===== src/rtl/full_adder_unit_if.sv =====
// Bundles the full-adder operand, result and serial-add signals of full_adder_unit.
// The master drives operands and serial start; the slave (the adder) drives results.
interface full_adder_unit_if #(
    parameter int unsigned SER_W = 8
);
    logic             in1;
    logic             in2;
    logic             cin;
    logic             sum;
    logic             cout;
    logic             sum_q;
    logic             cout_q;
    logic             ser_start;
    logic             ser_busy;
    logic             ser_done;
    logic [SER_W-1:0] ser_result;
    logic             ser_cout;

    modport master (
        output in1, in2, cin, ser_start,
        input  sum, cout, sum_q, cout_q, ser_busy, ser_done, ser_result, ser_cout
    );

    modport slave (
        input  in1, in2, cin, ser_start,
        output sum, cout, sum_q, cout_q, ser_busy, ser_done, ser_result, ser_cout
    );
endinterface


===== src/rtl/full_adder_unit.sv =====
// Single-bit full adder with registered outputs and an LSB-first bit-serial
// SER_W-bit adder that reuses the same sum/majority cell every clock.
module full_adder_unit #(
    parameter int unsigned SER_W = 8
) (
    input logic              clk,
    input logic              rst,
    full_adder_unit_if.slave bus
);
    localparam int unsigned CNT_W = $clog2(SER_W);

    typedef enum logic {
        S_IDLE,
        S_BUSY
    } ser_state_e;

    ser_state_e       state_q, state_d;
    logic             reg_sum_q, reg_sum_d;
    logic             reg_cout_q, reg_cout_d;
    logic             carry_q, carry_d;
    logic [CNT_W-1:0] cnt_q, cnt_d;
    logic [SER_W-1:0] acc_q, acc_d;
    logic             done_q, done_d;
    logic [SER_W-1:0] result_q, result_d;
    logic             ser_cout_q, ser_cout_d;

    logic             sum_c;
    logic             cout_c;
    logic             bit_cin;
    logic             bit_sum;
    logic             bit_carry;

    always_comb begin
        sum_c  = bus.in1 ^ bus.in2 ^ bus.cin;
        cout_c = (bus.in1 & bus.in2) | (bus.in1 & bus.cin) | (bus.in2 & bus.cin);
    end

    // The serial cell takes the external carry only on the start edge.
    always_comb begin
        bit_cin   = bus.ser_start ? bus.cin : carry_q;
        bit_sum   = bus.in1 ^ bus.in2 ^ bit_cin;
        bit_carry = (bus.in1 & bus.in2) | (bus.in1 & bit_cin) | (bus.in2 & bit_cin);
    end

    always_comb begin
        reg_sum_d  = sum_c;
        reg_cout_d = cout_c;
        state_d    = state_q;
        carry_d    = carry_q;
        cnt_d      = cnt_q;
        acc_d      = acc_q;
        done_d     = 1'b0;
        result_d   = result_q;
        ser_cout_d = ser_cout_q;

        if (bus.ser_start) begin
            acc_d[0] = bit_sum;
            carry_d  = bit_carry;
            cnt_d    = CNT_W'(1);
            state_d  = S_BUSY;
        end else begin
            case (state_q)
                S_BUSY: begin
                    acc_d[cnt_q] = bit_sum;
                    carry_d      = bit_carry;
                    cnt_d        = cnt_q + CNT_W'(1);
                    if (cnt_q == CNT_W'(SER_W - 1)) begin
                        state_d    = S_IDLE;
                        done_d     = 1'b1;
                        result_d   = acc_d;
                        ser_cout_d = bit_carry;
                    end
                end
                default: begin
                    state_d = S_IDLE;
                end
            endcase
        end
    end

    always_ff @(posedge clk or posedge rst) begin
        if (rst) begin
            state_q    <= S_IDLE;
            reg_sum_q  <= 1'b0;
            reg_cout_q <= 1'b0;
            carry_q    <= 1'b0;
            cnt_q      <= '0;
            acc_q      <= '0;
            done_q     <= 1'b0;
            result_q   <= '0;
            ser_cout_q <= 1'b0;
        end else begin
            state_q    <= state_d;
            reg_sum_q  <= reg_sum_d;
            reg_cout_q <= reg_cout_d;
            carry_q    <= carry_d;
            cnt_q      <= cnt_d;
            acc_q      <= acc_d;
            done_q     <= done_d;
            result_q   <= result_d;
            ser_cout_q <= ser_cout_d;
        end
    end

    assign bus.sum        = sum_c;
    assign bus.cout       = cout_c;
    assign bus.sum_q      = reg_sum_q;
    assign bus.cout_q     = reg_cout_q;
    assign bus.ser_busy   = (state_q == S_BUSY);
    assign bus.ser_done   = done_q;
    assign bus.ser_result = result_q;
    assign bus.ser_cout   = ser_cout_q;
endmodule


===== src/flat_wrapper.sv =====
// flat-port wrapper written by rule: the top's interface ports become plain ports
module full_adder_unit_flat 
#(
    parameter int unsigned SER_W = 8
)
  (clk, rst, bus_in1, bus_in2, bus_cin, bus_ser_start, bus_sum, bus_cout, bus_sum_q, bus_cout_q, bus_ser_busy, bus_ser_done, bus_ser_result, bus_ser_cout);
  full_adder_unit_if #(.SER_W(SER_W)) bus_i ();
  input logic clk;
  input logic rst;
  input wire logic [$bits(bus_i.in1)-1:0] bus_in1;
  input wire logic [$bits(bus_i.in2)-1:0] bus_in2;
  input wire logic [$bits(bus_i.cin)-1:0] bus_cin;
  input wire logic [$bits(bus_i.ser_start)-1:0] bus_ser_start;
  output wire logic [$bits(bus_i.sum)-1:0] bus_sum;
  output wire logic [$bits(bus_i.cout)-1:0] bus_cout;
  output wire logic [$bits(bus_i.sum_q)-1:0] bus_sum_q;
  output wire logic [$bits(bus_i.cout_q)-1:0] bus_cout_q;
  output wire logic [$bits(bus_i.ser_busy)-1:0] bus_ser_busy;
  output wire logic [$bits(bus_i.ser_done)-1:0] bus_ser_done;
  output wire logic [$bits(bus_i.ser_result)-1:0] bus_ser_result;
  output wire logic [$bits(bus_i.ser_cout)-1:0] bus_ser_cout;
  assign bus_i.in1 = bus_in1;
  assign bus_i.in2 = bus_in2;
  assign bus_i.cin = bus_cin;
  assign bus_i.ser_start = bus_ser_start;
  assign bus_sum = bus_i.sum;
  assign bus_cout = bus_i.cout;
  assign bus_sum_q = bus_i.sum_q;
  assign bus_cout_q = bus_i.cout_q;
  assign bus_ser_busy = bus_i.ser_busy;
  assign bus_ser_done = bus_i.ser_done;
  assign bus_ser_result = bus_i.ser_result;
  assign bus_ser_cout = bus_i.ser_cout;
  full_adder_unit #(.SER_W(SER_W)) u_core (.clk(clk), .rst(rst), .bus(bus_i));
endmodule

===== config.mk =====
export PLATFORM = sky130hd
export DESIGN_NAME = full_adder_unit_flat
export DESIGN_NICKNAME = d
export VERILOG_FILES = /design/src/rtl/full_adder_unit_if.sv /design/src/rtl/full_adder_unit.sv /design/src/flat_wrapper.sv
export SDC_FILE = /design/constraint.sdc
export NUM_CORES = 1
export LEC_CHECK = 0
export CAP_MARGIN = 20
export CORE_AREA = 8 8 69 59
export CTS_CLUSTER_DIAMETER = 40
export DETAILED_ROUTE_END_ITERATION = 6
export DIE_AREA = 0 0 77 67
export PLACE_DENSITY = 0.7
export RECOVER_POWER = 25
export SLEW_MARGIN = 0
export SYNTH_ARGS = -nofsm -noshare
export SYNTH_HDL_FRONTEND = slang
export SYNTH_SLANG_ARGS = --single-unit

===== constraint.sdc =====
create_clock -name clk -period 1.9 [get_ports clk]
set_input_delay 0.38 -clock clk [delete_from_list [all_inputs] [get_ports clk]]
set_output_delay 0.38 -clock clk [all_outputs]
set_load 0.05 [all_outputs]

# After elaboration in Yosys (flattened, before gate mapping)
# Cells that the tools add are included.
# totals
register_bits,25
latchBits,0
ramBits,0
romBits,0
input_bits,6
out_inout_bits,15
word_cells,47
memories,0
# op_classes
add_sub_neg,1
mul,0
div,0
n_lt_le_gt_ge,2
eq_ne,1
shifts,0
n_mux,16
n_bitwise,13
reduce_logical,4
# op_table
cell,n
1-bit two-way mux,12
8-bit bitwise mux,1
3-bit two-way mux,2
1-bit AND,5
"3-bit by 4-bit < comparator with 1-bit output, second input constant",1
1-bit bitwise OR,4
"3-bit by 1-bit adder with 3-bit output, second input constant",1
1-bit demux with 3-bit select,1
"3-bit == test, second input constant",1
"3-bit by 1-bit greater-or-equal comparator with 1-bit output, second input constant",1
3-bit AND reduction,1
1-bit bitwise XOR,3
2-bit AND reduction,1
2-bit nonzero test,1
1-bit logical AND,1
1-bit inverter,1

# Depth between registers and ports, before layout
# depth
ltp_word,7
ltp_mapped,7
depth_no_buf,5

# Least setup slack after synthesis
# OpenSTA, ideal clock, no wires.
# synth_timing
path_kind,input to register
from,input port bus_ser_start
to,register u_core.result_q[3] (netlist: u_core.bus.ser_result[3])
setup_ns,0.077
t_arrival_ns,1.876
t_required_ns,1.823
path_slack_ns,-0.054
stages,6
n_path_buf,2
path_cell_list,buf_4 mux2_2 fa_1 clkbuf_1 mux2i_1 a21oi_1
# synth_via
elab_chain_cells,3
elab_cells_between_ends,5
classes_between,mux (2); bitwise (2); reduce/logical (1)
# synth_lines
element,line_no,source
from (decl),flat_wrapper.sv:13,input wire logic [$bits(bus_i.ser_start)-1:0] bus_ser_start;
1-bit two-way mux,full_adder_unit.sv:40,bit_cin = bus.ser_start ? bus.cin : carry_q;
1-bit bitwise XOR,full_adder_unit.sv:41,bit_sum = bus.in1 ^ bus.in2 ^ bit_cin;
8-bit bitwise mux,full_adder_unit.sv:64,acc_d[cnt_q] = bit_sum;
to (signal assigned),full_adder_unit.sv:100,result_q <= result_d;
to (decl),full_adder_unit.sv:24,"logic [SER_W-1:0] result_q, result_d;"
# Parallel ways exist; a longest one is shown, timed or not.
# A chain may end at the register's enable or synchronous reset.

# Worst setup path after layout
# layout_timing
from,input port bus_cin
to,output port bus_sum
# layout_via
elab_chain_cells,1
# layout_lines
element,line_no,source
from (decl),flat_wrapper.sv:12,input wire logic [$bits(bus_i.cin)-1:0] bus_cin;
1-bit bitwise XOR,full_adder_unit.sv:34,sum_c = bus.in1 ^ bus.in2 ^ bus.cin;
to (decl),flat_wrapper.sv:14,output wire logic [$bits(bus_i.sum)-1:0] bus_sum;
# Every way passes these cells.

==> impl_metrics.toml <==
[run_status]
status = "completed"

[worst_setup_path]
path_class = "in -> out"
cp_num_buf_inv = 3
worstPathRequired_ns = 1.52
reg2reg_slack_ns = 0.16
end_kind = "output pin"
startpoint_type = "input port"
cpMaxStageDelayCell = "fa_2"
cp_cell_sequence = "dlygate4sd2_1, buf_4, fa_2, buf_12"
r2r_start = "u_core.carry_q"
worst_path_largest_cell_delay_ns = 0.56
cp.arrival_ns = 1.45
worstReg2RegEnd = "u_core.bus.ser_result[2]"
rr_worst_depth = 5
critical-path-top-delay-family = "adder cells"
cp_max_fo = 2
cp.depth = 4

[logic_synthesis]
synth_cell_types = 30
ys_warn_count = 0
post-synth-top-count-cell = "dfrtp_1"
synthXorXnorAreaFrac = 0.006883
async_flop_share = 1.000
yosysTopAreaCell = "dfrtp_1"
synth_area_um2 = 1272
synth_area_per_cell_um2 = 12.12
synth-compound-area-share = 0.05801
ys_top_cells_by_count = "dfrtp_1 (25), nor2_1 (12), a21oi_1 (8)"
synth_edf_count = 0
synthSimpleGateAreaFrac = 0.1721
synthTopCellsByArea = "dfrtp_1 (49%), mux2_2 (6.2%), mux2i_1 (5.5%)"
synth_top_family_by_area = "simple AND/OR/NAND/NOR gates"
netlist_instances = 105
synth-seq-area-share = 0.4916
yosys.area.top_type_share = 0.4916
yosys_most_used_dff = "dfrtp_1"
synth_mux_area_frac = 0.1642
synth-seq-cells = 25
syn-num-nets = 115
synthAdderAreaFrac = 0.05113

[timing]
finClkSkew_ns = 0.006491
final.setup.tns_ns = 0
finalHoldViolCount = 0
setup_violations = 0
worst_pin_slew_ns = 0.6128
relSlewSlack = 0.5915
post-route-period-util = 0.9657
rsz0062_at_grt = "no"
fmax_mhz = 545.0
slew_violations = 0
post-route-min-period_ns = 1.835

[pwr]
power-per-cell-area_nw_per_um2 = 1436
ir_worst_vdd_mv = 0.6567
leakage_nw = 0.7334
fin_total_pwr_mw = 2.247

[clock_network]
clk_path_buf_depth = 2
ctsHoldBuffers = 0
clk_pin_slew_worst_paths_ns = 0.09
cts_tree = "done"
clock-sinks = 25
clk_latency_ns = 0.27
htreeDepth = 1
ctsRootBufferMaster = "clkbuf_8"
cts_made_buffers = 3

[floorplanning]
start_util = 0.4280
die_w_um = 77
die_height_um = 67
die-area_um2 = 5159
num_rows = 18
ioPinCount = 21
design.core.area_um2 = 2973

[finish]
num_antenna_cells = 0
fin_nets = 140
fillers = 281
stdcell_area_um2 = 1564
synthToLayoutAreaGrowth_pct = 22.91
layout-drive-gt1-share = 0.3101

[min_path]
hold_depth = 1
worstHoldStart = "u_core.acc_q[0]"
hp-class = "reg -> reg"
hold_path_end = "u_core.acc_q[0]"

[placement]
place_area_um2 = 1520
gp_congestion = 0.7422
port_buffers = 20
dp_hpwl_um = 1856

[drt]
routedWlPerCell_um = 14.79
via_per_inst = 4.988
vias = 843
drtIter0Drc = 19
dr.pass1.iters = 4
dr.max_layer_used = "met4"
drc = 0
wl_met3_um = 142
drt-met1-wl_um = 1129
routed_wl_um = 2499
route.met2.wl_um = 1187
drtAntennaViolNets = 0

[grt]
grt.overflow.total = 0
grt_pass1_wl_um = 4202
grt_max_degree = 26
grt_use_total = 0.1020
grt_pass1_vias = 932
grt_antenna_before_repair = 0

[job]
drv_cap = 0
[routing by layer]
layer / track usage / vias to the layer above
met1: 0.1162 / 412
met5: 0 / -
met3: 0.03495 / 5
met4: 0.04225 / 0
li1: - / 406
met2: 0.1735 / 20
[stage by stage]
stage	instances	worst slack [ns]	hold WS (ns)	utilization
detailed placement	165	-0.4180	0.5010	0.5114
CTS	169	0.05624	0.4812	0.5269
finish	169	0.06517	0.5183	0.5261
global placement	165	-0.3743	0.4884	0.5114
floorplan	105	0.002057	0.4073	-
global route	169	0.02436	0.5482	0.5261
[state kept, by name, indices dropped and copies added (netlist names)]
signal	cells
u_core.cnt_q	3
u_core.bus.ser_result	8
u_core.bus.ser_cout	1
u_core.bus.cout_q	1
u_core.bus.ser_done	1
u_core.carry_q	1
u_core.bus.sum_q	1
u_core.bus.ser_busy	1
u_core.acc_q	8
[how the worst max path moves through the flow]
stage / end / slack, ns / start
after global routing: bus_ser_result[0] / 0.02 / u_core.bus.ser_result[0]
after floorplan: u_core.bus.ser_result[2] / 0.002 / bus_ser_start
final: bus_sum / 0.07 / bus_cin
after detailed placement: u_core.bus.ser_result[4] / -0.42 / bus_ser_start
after global placement: u_core.bus.ser_result[4] / -0.37 / bus_ser_start
after CTS: bus_ser_result[0] / 0.06 / u_core.bus.ser_result[0]
[cell type report]
class                   count  area, um^2  share of cell area
repair buffers             28       250.2              0.1600
well taps                  40       50.05             0.03200
inverters                   2       7.507            0.004800
multi-input cells          70       581.8              0.3720
clock inverters             1       7.507            0.004800
clock buffers               3       41.29             0.02640
flip-flops and latches     25       625.6              0.4000
[where the power goes]
group	total [mW]	switching, mW	internal, mW
Combinational	1.06	0.636	0.420
Sequential	0.864	0.140	0.724
Clock	0.327	0.178	0.149
Total	2.25	0.954	1.29
[placed cells by master, fill, tap and decap left out, types with 3 or more instances in the layout]
cell             Yosys  routed
dfrtp_1             25      25
buf_4                5      16
nor2_1              12      12
a21oi_1              8       8
mux2i_1              7       7
mux2_2               7       6
mux2_4               4       5
nor2b_1              4       4
dlygate4sd2_1        0       4
clkdlybuf4s50_1      0       4
nand2_1              3       3
clkbuf_8             0       3
[repair_timing]
| action | in CTS | in global routing |
|---|---|---|
| setup buffers | 0 | 0 |
| endpoints found under the hold margin | 0 | 0 |
| setup endpoints to repair | 18 | 0 |
| gates resized for setup | 5 | 0 |
[cell families after synthesis]
group                      count (synthesis)
DFF                                       25
AOI/OAI and AO/OA                         13
muxes                                     18
adders and majority gates                  4
buffers and inverters                     10
xor gates and xnor gates                   1
and+or+nand+nor                           34
Note: power is estimated with default switching activity, not from simulation.
